<file path="src/rtl/gamma_stdp_sched_if.sv">
// Bundle of signals between the gamma scheduler, the comparator array
// and the neuron datapath. The scheduler sits on the slave side. The
// master side drives run and the comparator results.
interface gamma_stdp_sched_if #(
   parameter int N_SYN = 8,
   parameter int WL    = 3
);
   logic                  run;
   logic [7*N_SYN-1:0]    prob_in;
   logic [N_SYN-1:0]      inc_in;
   logic                  cmp_rst_b;
   logic [WL*N_SYN-1:0]   weights;
   logic                  busy;
   logic                  upd_done;

   modport master (
      output run, prob_in, inc_in,
      input  cmp_rst_b, weights, busy, upd_done
   );

   modport slave (
      input  run, prob_in, inc_in,
      output cmp_rst_b, weights, busy, upd_done
   );
endinterface

</file>
<file path="src/rtl/gamma_stdp_sched.sv">
// Gamma-cycle scheduler for the LFSR-comparator STDP datapath.
// It frames each gamma window through the shared active-low comparator
// reset. It latches the first nonzero (prob, inc) result per comparator
// during the window and its closing cycle. It then walks the synapses one
// per cycle, applying a stochastic saturating +/-1 weight update whenever
// the shared LFSR value falls below the captured probability.
module gamma_stdp_sched #(
   parameter int             N_SYN     = 8,
   parameter int             GAMMA_LEN = 16,
   parameter int             WL        = 3,
   parameter logic [WL-1:0]  W_INIT    = WL'(4),
   parameter logic [6:0]     LFSR_SEED = 7'h01
) (
   input  logic               clk,
   input  logic               rst,
   gamma_stdp_sched_if.slave  bus
);

   localparam int            CW   = $clog2(GAMMA_LEN);
   localparam int            IW   = (N_SYN > 1) ? $clog2(N_SYN) : 1;
   localparam logic [WL-1:0] WMAX = {WL{1'b1}};

   typedef enum logic [1:0] {
      S_IDLE   = 2'd0,
      S_WINDOW = 2'd1,
      S_CLOSE  = 2'd2,
      S_UPDATE = 2'd3
   } state_t;

   state_t                    state_q, state_d;
   logic [CW-1:0]             cnt_q, cnt_d;
   logic [IW-1:0]             idx_q, idx_d;
   logic [N_SYN-1:0]          cap_vld_q, cap_vld_d;
   logic [N_SYN-1:0][6:0]     cap_prob_q, cap_prob_d;
   logic [N_SYN-1:0]          cap_inc_q, cap_inc_d;
   logic [6:0]                lfsr_q, lfsr_d;
   logic [N_SYN-1:0][WL-1:0]  w_q, w_d;
   logic                      upd_done_q, upd_done_d;

   // Increment that sticks at the top of the weight range instead of wrapping.
   function automatic logic [WL-1:0] sat_inc(input logic [WL-1:0] w);
      return (w == WMAX) ? w : w + WL'(1);
   endfunction

   // Decrement that sticks at zero instead of wrapping.
   function automatic logic [WL-1:0] sat_dec(input logic [WL-1:0] w);
      return (w == '0) ? w : w - WL'(1);
   endfunction

   // One step of the x^7+x^6+1 Fibonacci LFSR. A nonzero seed never reaches 0.
   function automatic logic [6:0] lfsr_step(input logic [6:0] r);
      return {r[5:0], r[6] ^ r[5]};
   endfunction

   // Next-state, capture and weight-update logic.
   always_comb begin
      state_d    = state_q;
      cnt_d      = cnt_q;
      idx_d      = idx_q;
      cap_vld_d  = cap_vld_q;
      cap_prob_d = cap_prob_q;
      cap_inc_d  = cap_inc_q;
      lfsr_d     = lfsr_q;
      w_d        = w_q;
      upd_done_d = 1'b0;

      // The first nonzero result from each comparator wins. Later ones are dropped.
      if (state_q == S_WINDOW || state_q == S_CLOSE) begin
         for (int i = 0; i < N_SYN; i++) begin
            if (!cap_vld_q[i] && (bus.prob_in[7*i +: 7] != 7'd0)) begin
               cap_vld_d[i]  = 1'b1;
               cap_prob_d[i] = bus.prob_in[7*i +: 7];
               cap_inc_d[i]  = bus.inc_in[i];
            end
         end
      end

      case (state_q)
         S_IDLE: begin
            if (bus.run) begin
               state_d   = S_WINDOW;
               cnt_d     = '0;
               cap_vld_d = '0;
            end
         end
         S_WINDOW: begin
            if (cnt_q == CW'(GAMMA_LEN - 1)) begin
               state_d = S_CLOSE;
            end else begin
               cnt_d = cnt_q + CW'(1);
            end
         end
         S_CLOSE: begin
            state_d = S_UPDATE;
            idx_d   = '0;
         end
         S_UPDATE: begin
            // The LFSR advances every update slot, applied or not.
            lfsr_d = lfsr_step(lfsr_q);
            if (cap_vld_q[idx_q] && (lfsr_q < cap_prob_q[idx_q])) begin
               w_d[idx_q] = cap_inc_q[idx_q] ? sat_inc(w_q[idx_q]) : sat_dec(w_q[idx_q]);
            end
            if (idx_q == IW'(N_SYN - 1)) begin
               upd_done_d = 1'b1;
               idx_d      = '0;
               cnt_d      = '0;
               if (bus.run) begin
                  state_d   = S_WINDOW;
                  cap_vld_d = '0;
               end else begin
                  state_d = S_IDLE;
               end
            end else begin
               idx_d = idx_q + IW'(1);
            end
         end
         default: state_d = S_IDLE;
      endcase
   end

   // State registers. Reset discards any partially completed window.
   always_ff @(posedge clk or posedge rst) begin
      if (rst) begin
         state_q    <= S_IDLE;
         cnt_q      <= '0;
         idx_q      <= '0;
         cap_vld_q  <= '0;
         cap_prob_q <= '0;
         cap_inc_q  <= '0;
         lfsr_q     <= LFSR_SEED;
         w_q        <= {N_SYN{W_INIT}};
         upd_done_q <= 1'b0;
      end else begin
         state_q    <= state_d;
         cnt_q      <= cnt_d;
         idx_q      <= idx_d;
         cap_vld_q  <= cap_vld_d;
         cap_prob_q <= cap_prob_d;
         cap_inc_q  <= cap_inc_d;
         lfsr_q     <= lfsr_d;
         w_q        <= w_d;
         upd_done_q <= upd_done_d;
      end
   end

   assign bus.cmp_rst_b = (state_q == S_WINDOW);
   assign bus.busy      = (state_q != S_IDLE);
   assign bus.weights   = w_q;
   assign bus.upd_done  = upd_done_q;

endmodule

</file>
<file path="src/flat_wrapper.sv">
// flat-port wrapper written by rule: the top's interface ports become plain ports
module gamma_stdp_sched_flat 
#(
   parameter int             N_SYN     = 8,
   parameter int             GAMMA_LEN = 16,
   parameter int             WL        = 3,
   parameter logic [WL-1:0]  W_INIT    = WL'(4),
   parameter logic [6:0]     LFSR_SEED = 7'h01
)
  (clk, rst, bus_run, bus_prob_in, bus_inc_in, bus_cmp_rst_b, bus_weights, bus_busy, bus_upd_done);
  gamma_stdp_sched_if #(.N_SYN(N_SYN), .WL(WL)) bus_i ();
  input  logic clk;
  input  logic rst;
  input wire logic [$bits(bus_i.run)-1:0] bus_run;
  input wire logic [$bits(bus_i.prob_in)-1:0] bus_prob_in;
  input wire logic [$bits(bus_i.inc_in)-1:0] bus_inc_in;
  output wire logic [$bits(bus_i.cmp_rst_b)-1:0] bus_cmp_rst_b;
  output wire logic [$bits(bus_i.weights)-1:0] bus_weights;
  output wire logic [$bits(bus_i.busy)-1:0] bus_busy;
  output wire logic [$bits(bus_i.upd_done)-1:0] bus_upd_done;
  assign bus_i.run = bus_run;
  assign bus_i.prob_in = bus_prob_in;
  assign bus_i.inc_in = bus_inc_in;
  assign bus_cmp_rst_b = bus_i.cmp_rst_b;
  assign bus_weights = bus_i.weights;
  assign bus_busy = bus_i.busy;
  assign bus_upd_done = bus_i.upd_done;
  gamma_stdp_sched #(.N_SYN(N_SYN), .GAMMA_LEN(GAMMA_LEN), .WL(WL), .W_INIT(W_INIT), .LFSR_SEED(LFSR_SEED)) u_core (.clk(clk), .rst(rst), .bus(bus_i));
endmodule
</file>
<file path="config.mk">
export PLATFORM = sky130hd
export DESIGN_NAME = gamma_stdp_sched_flat
export DESIGN_NICKNAME = d
export VERILOG_FILES = /design/src/rtl/gamma_stdp_sched_if.sv /design/src/rtl/gamma_stdp_sched.sv /design/src/flat_wrapper.sv
export SDC_FILE = /design/constraint.sdc
export NUM_CORES = 1
export LEC_CHECK = 0
export ABC_AREA = 0
export BUFFER_PORTS_ARGS = -buffer_cell sky130_fd_sc_hd__buf_2
export CAP_MARGIN = 20
export CORE_MARGIN = 5
export CORE_UTILIZATION = 50
export CTS_BUF_LIST = sky130_fd_sc_hd__clkbuf_8
export CTS_CLUSTER_SIZE = 16
export DETAILED_ROUTE_END_ITERATION = 7
export PLACE_DENSITY = 0.69
export SYNTH_ARGS = -nofsm -noshare
export SYNTH_HDL_FRONTEND = slang
export SYNTH_SLANG_ARGS = --single-unit
</file>
<file path="constraint.sdc">
create_clock -name clk -period 5 [get_ports clk]
set_input_delay 1.25 -clock clk [delete_from_list [all_inputs] [get_ports clk]]
set_output_delay 1.25 -clock clk [all_outputs]
set_load 0.03 [all_outputs]
</file>
==> results.md, run 1 <==
* Status: finished, final reports clean
* Port Buffers at 93
* Effective utilization at floorplan at 0.515
* DP HPWL at 10600 um
* Pin count of the biggest net entering global routing at 57
* Synth area leaders: dfrtp_1, mux2_2, mux4_2, dfstp_2, ha_1
* CTS resizes at 0
* Max Freq at 262 MHz
* Clock sink count at 113
* Clk Latency, worst-skew pair at 0.44 ns
* EDFF count, synth at 0
* CTS tree: done
* Cell Area, Synth at 5630 um^2
* Largest area contributor in the netlist: dfrtp_1
* Period utilization at 0.762
* Peak supply drop at 0.281 mV
* Hold Path Stages at 1
* Via Count at 3984
* Detailed Route Iter0 Violations at 207
* Post-synthesis register bit count at 113
* Most used cell, CP: a21o_1
* Slew Limit Fails at 0
* Total Routing Usage GR at 0.222
* Synth Area per Inst at 12.9 um^2
* Reg2Reg Depth at 10
* Worst-path clk slew at 0.07 ns
* Final Hold Fails at 0
* Slowest-stage cell, CP: dfrtp_1
* Setup violators final at 0
* Final wirelength at 13900 um
* Area of the core at 10900 um^2
* Global-route wire length before repair at 22800 um
* Startpoint Class: flop
* Die area at 13500 um^2
* Worst slew margin at 0.302
* Routed length per placed instance at 20.2 um
* Die Wd at 116 um
* Worst r2r src: u_core.idx_q[1]
* Final Net Count at 622
* Unrepaired setup endpoints after global routing: no
* CP startpoint: u_core.idx_q[1]
* Area delta synth->final at 18.7%
* Critical path endpoint category: flop
* Mapped Nets at 520
* CTS Buf Count at 17
* Final Wtd Congestion at 0.866
* Seq/Total Area, Yosys at 0.505
* DRC viols at 0
* Hold Crit Start: u_core.cap_prob_q[5]
* DR pass1 iterations at 4
* Area share of the largest cell type after synthesis at 0.463
* Min-delay worst type: reg -> reg
* N_diodes at 0
* Slowest cell delay on critical path at 1.03 ns
* Post-CTS setup buffer count at 0
* CP required at 5.32 ns
* Cell Chain, Critical Path: nor2_1, a22o_1, a221oi_1, ha_1, a21o_1, a21o_1, a21oi_1, o21a_1, and4b_1, mux2_2
* R2r setup slk at 1.19 ns
* Critical path arrival at 4.14 ns
* Max Root-Sink Buffers at 2
* Root buf cell: clkbuf_8
* Vias in the first global route at 4393
* Most common cell in the netlist: dfrtp_1
* Hold buffers post-CTS at 0
* Post-synth top cells: dfrtp_1, mux2_2, nor2_1
* Tmin final at 3.81 ns
* DR vias/cell at 5.77
* Top_reg_cell synth: dfrtp_1
* Post-Syn Instances at 436
* Row count at 38
* Distinct cells, synth at 48
* Clock skew at 0.00847 ns
* Max-cap viol count at 0
* Async set-or-reset flop fraction in the synthesized netlist at 1.00
* Pwr dens at 768 nW/um^2
* Worst-path fanout max at 30
* Hold Crit Endpoint: u_core.cap_prob_q[5]
* Post-route ant nets at 0
* Initial antenna violation count at 0
* Util after Layout at 0.611
* Critical Setup Path Class: reg -> reg
* IO Count at 94
* Share of layout cells above drive strength 1 at 0.459
* Setup TNS Final at 0 ns
* Htree depth at 4
* Die Ht at 116 um
* Worst slew pin tran at 1.05 ns
* Syn. warnings at 0
* Grt total ovfl at 0
* P_leak at 3.04 nW
* Reg-to-Reg End: u_core.bus.weights[0]
[cell type report]
cell class | count | area, um^2
repair buffers | 98 | 503
multi-input cells | 292 | 2660
clock buffers | 18 | 248
well taps | 140 | 175
fillers | 884 | 4250
flip-flops and latches | 113 | 2840
inverters | 16 | 62.6
clock inverters | 14 | 198
[layout by cell type, fill, tap and decap left out, drive strengths merged, types with 5 or more instances in the layout]
master    n
inv      19
bufinv    5
mux4     11
nand2    21
dfstp     9
clkbuf   18
or4       8
a22o      5
dfrtp   104
o41ai     8
nor2     23
nand3     7
ha       17
clkinv    5
a21oi    15
mux2i    15
o21ai     8
mux2    103
buf      98
[critical path, delay by kind of cell (launching register included)]
| family | cells | cell delay [ns] |
|---|---|---|
| flops | 1 | 1.03 |
| simple gates | 2 | 0.56 |
| compound gates | 6 | 1.44 |
| mux | 1 | 0.36 |
| fa+ha+maj | 1 | 0.30 |
[worst max path at each step]
stage / endpoint / slack (ns) / cells past startpoint
2_1_floorplan: u_core.bus.upd_done / 0.78 / 1
3_3_place_gp: u_core.bus.weights[0] / 1.34 / 10
3_5_place_dp: u_core.bus.weights[0] / 1.26 / 10
4_1_cts: u_core.bus.weights[0] / 1.25 / 10
5_1_grt: u_core.bus.weights[0] / 1.03 / 11
6_report: u_core.bus.weights[0] / 1.19 / 10
[per-stage QoR]
step	cell area, um^2	power [W]	instances	setup slack, ns	hold slack (ns)
2_1_floorplan	5630	0.00347	436	0.778	0.461
3_3_place_gp	6240	0.00406	659	1.34	0.481
3_5_place_dp	6240	0.00417	659	1.26	0.493
4_1_cts	6680	0.00514	691	1.25	0.509
5_1_grt	6680	0.00547	691	1.03	0.517
6_report	6680	0.00513	691	1.19	0.505
[where the power goes]
group / switching [W] / total (W) / internal, W / leakage, nW
clock: 0.000373 / 0.000971 / 0.000598 / 0.236
combinational: 0.00127 / 0.00240 / 0.00114 / 1.46
sequential: 0.000394 / 0.00176 / 0.00136 / 1.35
[layer usage]
layer / global-route usage / wire (um) / vias to the layer above
met5: 0 / 0 / -
met4: 0.0828 / 286 / 0
met3: 0.0507 / 765 / 27
met2: 0.364 / 6900 / 127
met1: 0.290 / 5990 / 1993
li1: - / - / 1837
[registers in the layout, summed over array words and instances, names as in the netlist]
name,cells
u_core.cap_prob_q,56
u_core.bus.weights,24
u_core.cap_inc_q,8
u_core.cap_vld_q,8
u_core.lfsr_q,7
u_core.cnt_q,4
u_core.idx_q,3
u_core.state_q,2
u_core.bus.upd_done,1
[cells by family (layout without fill, tap and decap cells)]
group                      count (synthesis)  after routing  synth area share
DFF                                      113            113             0.505
adders and majority gates                 17             17            0.0378
xor gates and xnor gates                   2              2           0.00311
and+or+nand+nor                           77             77            0.0696
muxes                                    129            129             0.278
buffers and inverters                     31            146            0.0236
AOI/OAI and AO/OA                         67             67            0.0838
Power figures use the tool's default switching activity.
==> run 2: changes to the inputs <==
--- a/config.mk
+++ b/config.mk
@@ -13,7 +13,7 @@
 export CTS_BUF_LIST = sky130_fd_sc_hd__clkbuf_8
 export CTS_CLUSTER_SIZE = 16
 export DETAILED_ROUTE_END_ITERATION = 7
-export PLACE_DENSITY = 0.69
+export PLACE_DENSITY = 0.72
 export SYNTH_ARGS = -nofsm -noshare
 export SYNTH_HDL_FRONTEND = slang
 export SYNTH_SLANG_ARGS = --single-unit
==> constraint.sdc (replaced) <==
create_clock -name clk -period 3.1 [get_ports clk]
set_input_delay 0.775 -clock clk [delete_from_list [all_inputs] [get_ports clk]]
set_output_delay 0.775 -clock clk [all_outputs]
set_load 0.03 [all_outputs]
==> run 2 against run 1 <==
Non-clock buffer count is 23 higher. Clock-buffer cell count rose by 1. Sequential power is 56% higher.
==> results.md, run 2 (same netlist as run 1, synthesis figures left out) <==
* Most flops, register: u_core.cap_prob_q (unchanged)
* Critical path endpoint category: flop (unchanged)
* Clock sink count at 113 (unchanged)
* Critical path's top delay family: compound AO/OA/AOI/OAI gates (unchanged)
* Share of layout cells above drive strength 1 at 0.512 (was 0.459)
* Setup violators final at 0 (unchanged)
* Routed length per placed instance at 19.4 um (was 20.2 um)
* Max Freq at 338 MHz (was 262 MHz)
* Util after Layout at 0.638 (was 0.611)
* Most frequent cells in the layout: dfrtp_1, mux2_2, buf_2 (unchanged)
* Min-delay worst type: in -> async (was reg -> reg)
* CTS Buf Count at 17 (unchanged)
* Pwr dens at 1260 nW/um^2 (was 768 nW/um^2)
* Most used cell, CP: a21o_1 (unchanged)
* Htree depth at 4 (unchanged)
* Pin count of the biggest net entering global routing at 57 (unchanged)
* N_diodes at 0 (unchanged)
* CP bufs+invs at 0 (unchanged)
* Max FFs per register at 56 (unchanged)
* Fin cells at 714 (was 691)
* Area delta synth->final at 24.1% (was 18.7%)
* Period utilization at 0.955 (was 0.762)
* Max-cap viol count at 0 (unchanged)
* Final wirelength at 13800 um (was 13900 um)
* Via Count at 4091 (was 3984)
* Hold WS at 0.368 ns (was 0.505 ns)
* DRC viols at 0 (unchanged)
* Die Wd at 116 um (unchanged)
* Filler cells at 870 (was 884)
* Post-route ant nets at 0 (unchanged)
* Clk Latency, worst-skew pair at 0.43 ns (was 0.44 ns)
* Die area at 13500 um^2 (unchanged)
* Effective utilization at floorplan at 0.515 (unchanged)
* Detailed Route Iter0 Violations at 249 (was 207)
* Total power at 0.00877 W (was 0.00513 W)
* CTS tree: done (unchanged)
* Peak supply drop at 0.980 mV (was 0.281 mV)
* Worst-path clk slew at 0.07 ns (about the same)
* DR pass1 iterations at 5 (was 4)
* Max Root-Sink Buffers at 2 (unchanged)
* P_leak at 3.18 nW (was 3.04 nW)
* Final Wtd Congestion at 0.863 (was 0.866)
* DP HPWL at 10600 um (about the same)
* Grt total ovfl at 0 (unchanged)
* Clock skew at 0.00616 ns (was 0.00847 ns)
* Critical Setup Path Class: reg -> reg (unchanged)
* Setup TNS Final at 0 ns (unchanged)
* Row count at 38 (unchanged)
* Status: finished, final reports clean (unchanged)
* Worst slew margin at 0.495 (was 0.302)
* Initial antenna violation count at 0 (unchanged)
* Final Net Count at 645 (was 622)
* Most common cell after layout, fill and taps aside: dfrtp_1 (unchanged)
* Final Hold Fails at 0 (unchanged)
* Slew Limit Fails at 0 (unchanged)
* Port Buffers at 93 (unchanged)
* Tmin final at 2.96 ns (was 3.81 ns)
* Cell Chain, Critical Path: mux2_4, a22o_1, a221oi_2, ha_1, a21o_1, a21o_1, a21oi_2, o21a_1, and4b_2, mux2_2 (was nor2_1, a22o_1, a221oi_1, ha_1, a21o_1, a21o_1, a21oi_1, o21a_1, and4b_1, mux2_2)
* DR vias/cell at 5.73 (was 5.77)
* Total Routing Usage GR at 0.220 (was 0.222)
* Worst-path fanout max at 8 (was 30)
* CP required at 3.41 ns (was 5.32 ns)
* Cells after DPL at 678 (was 659)
* Slowest-stage cell, CP: dfrtp_2 (was dfrtp_1)
* Vias in the first global route at 4435 (was 4393)
* Worst slew pin tran at 0.754 ns (was 1.05 ns)
* Startpoint Class: flop (unchanged)
* Area of the core at 10900 um^2 (unchanged)
* Root buf cell: clkbuf_8 (unchanged)
* Global-route wire length before repair at 22400 um (was 22800 um)
* Critical path arrival at 3.27 ns (was 4.14 ns)
* Slowest cell delay on critical path at 0.49 ns (was 1.03 ns)
* Hold buffers post-CTS at 0 (unchanged)
* IO Count at 94 (unchanged)
* Die Ht at 116 um (unchanged)
run 2: changes by cell type in the layout (fill, tap and decap cells not counted), moves of 2 or more:
cell	change
nor2_1	-4
mux2_2	-2
mux2_4	+2
buf_12	+2
buf_4	+20
inv_1	-2
nor2_2	+4
dfrtp_1	-2
clkinvlp_4	+2
run 2: metal layers:
layer / track usage / wire length (um)
met1: 0.287 / 5860
met2: 0.355 / 6860
met3: 0.0554 / 760
met4: 0.0882 / 357
met5: 0 / 0
run 2: final timing paths:
kind	depth (start not counted)	slack [ns]	start	to
setup / recovery	10	0.14	u_core.idx_q[2]	u_core.bus.weights[1]
hold / removal	2	0.37	rst	u_core.cap_prob_q[18]
setup reg to reg	10	0.14	u_core.idx_q[2]	u_core.bus.weights[1]
hold reg to reg	1	0.51	u_core.cap_inc_q[5]	u_core.cap_inc_q[5]
max in group asynchronous	3	1.86	rst	u_core.idx_q[0]
min in group clk	1	0.51	u_core.cap_inc_q[5]	u_core.cap_inc_q[5]
run 2: area by class of cell:
cell class / instances / area, um^2 / share of cell area
clock inverters: 13 / 193 / 0.0276
clock buffers: 19 / 262 / 0.0375
repair buffers: 121 / 704 / 0.101
flip-flops and latches: 113 / 2850 / 0.408
well taps: 140 / 175 / 0.0251
inverters: 16 / 63.8 / 0.00914
multi-input cells: 292 / 2740 / 0.392
run 2: power by group:
group / internal (W) / switching, W / total, W
logic: 0.00215 / 0.00229 / 0.00444
registers: 0.00221 / 0.000548 / 0.00275
clock network: 0.000987 / 0.000581 / 0.00157
run 2: what timing repair did:
item | CTS | global route
gates resized for setup | 1 | 21
endpoints found under the setup margin | 8 | 24
setup buffers | 0 | 5
pin swaps | 0 | 6
endpoints found under the hold margin | 0 | 0
run 2: worst register-to-register path, stage by stage (launching register included):
cell	delay, ns
dfrtp_2	0.49
mux2_4	0.32
a22o_1	0.19
a221oi_2	0.23
ha_1	0.28
a21o_1	0.17
a21o_1	0.17
a21oi_2	0.16
o21a_1	0.22
and4b_2	0.28
mux2_2	0.34
run 2: through the flow:
step | setup slack [ns] | cell area (um^2)
finish | 0.139 | 6980
CTS | 0.0102 | 6870
global route | -0.0158 | 6980
detailed placement | -0.00383 | 6410
global placement | 0.124 | 6410
floorplan | -0.0295 | 5700
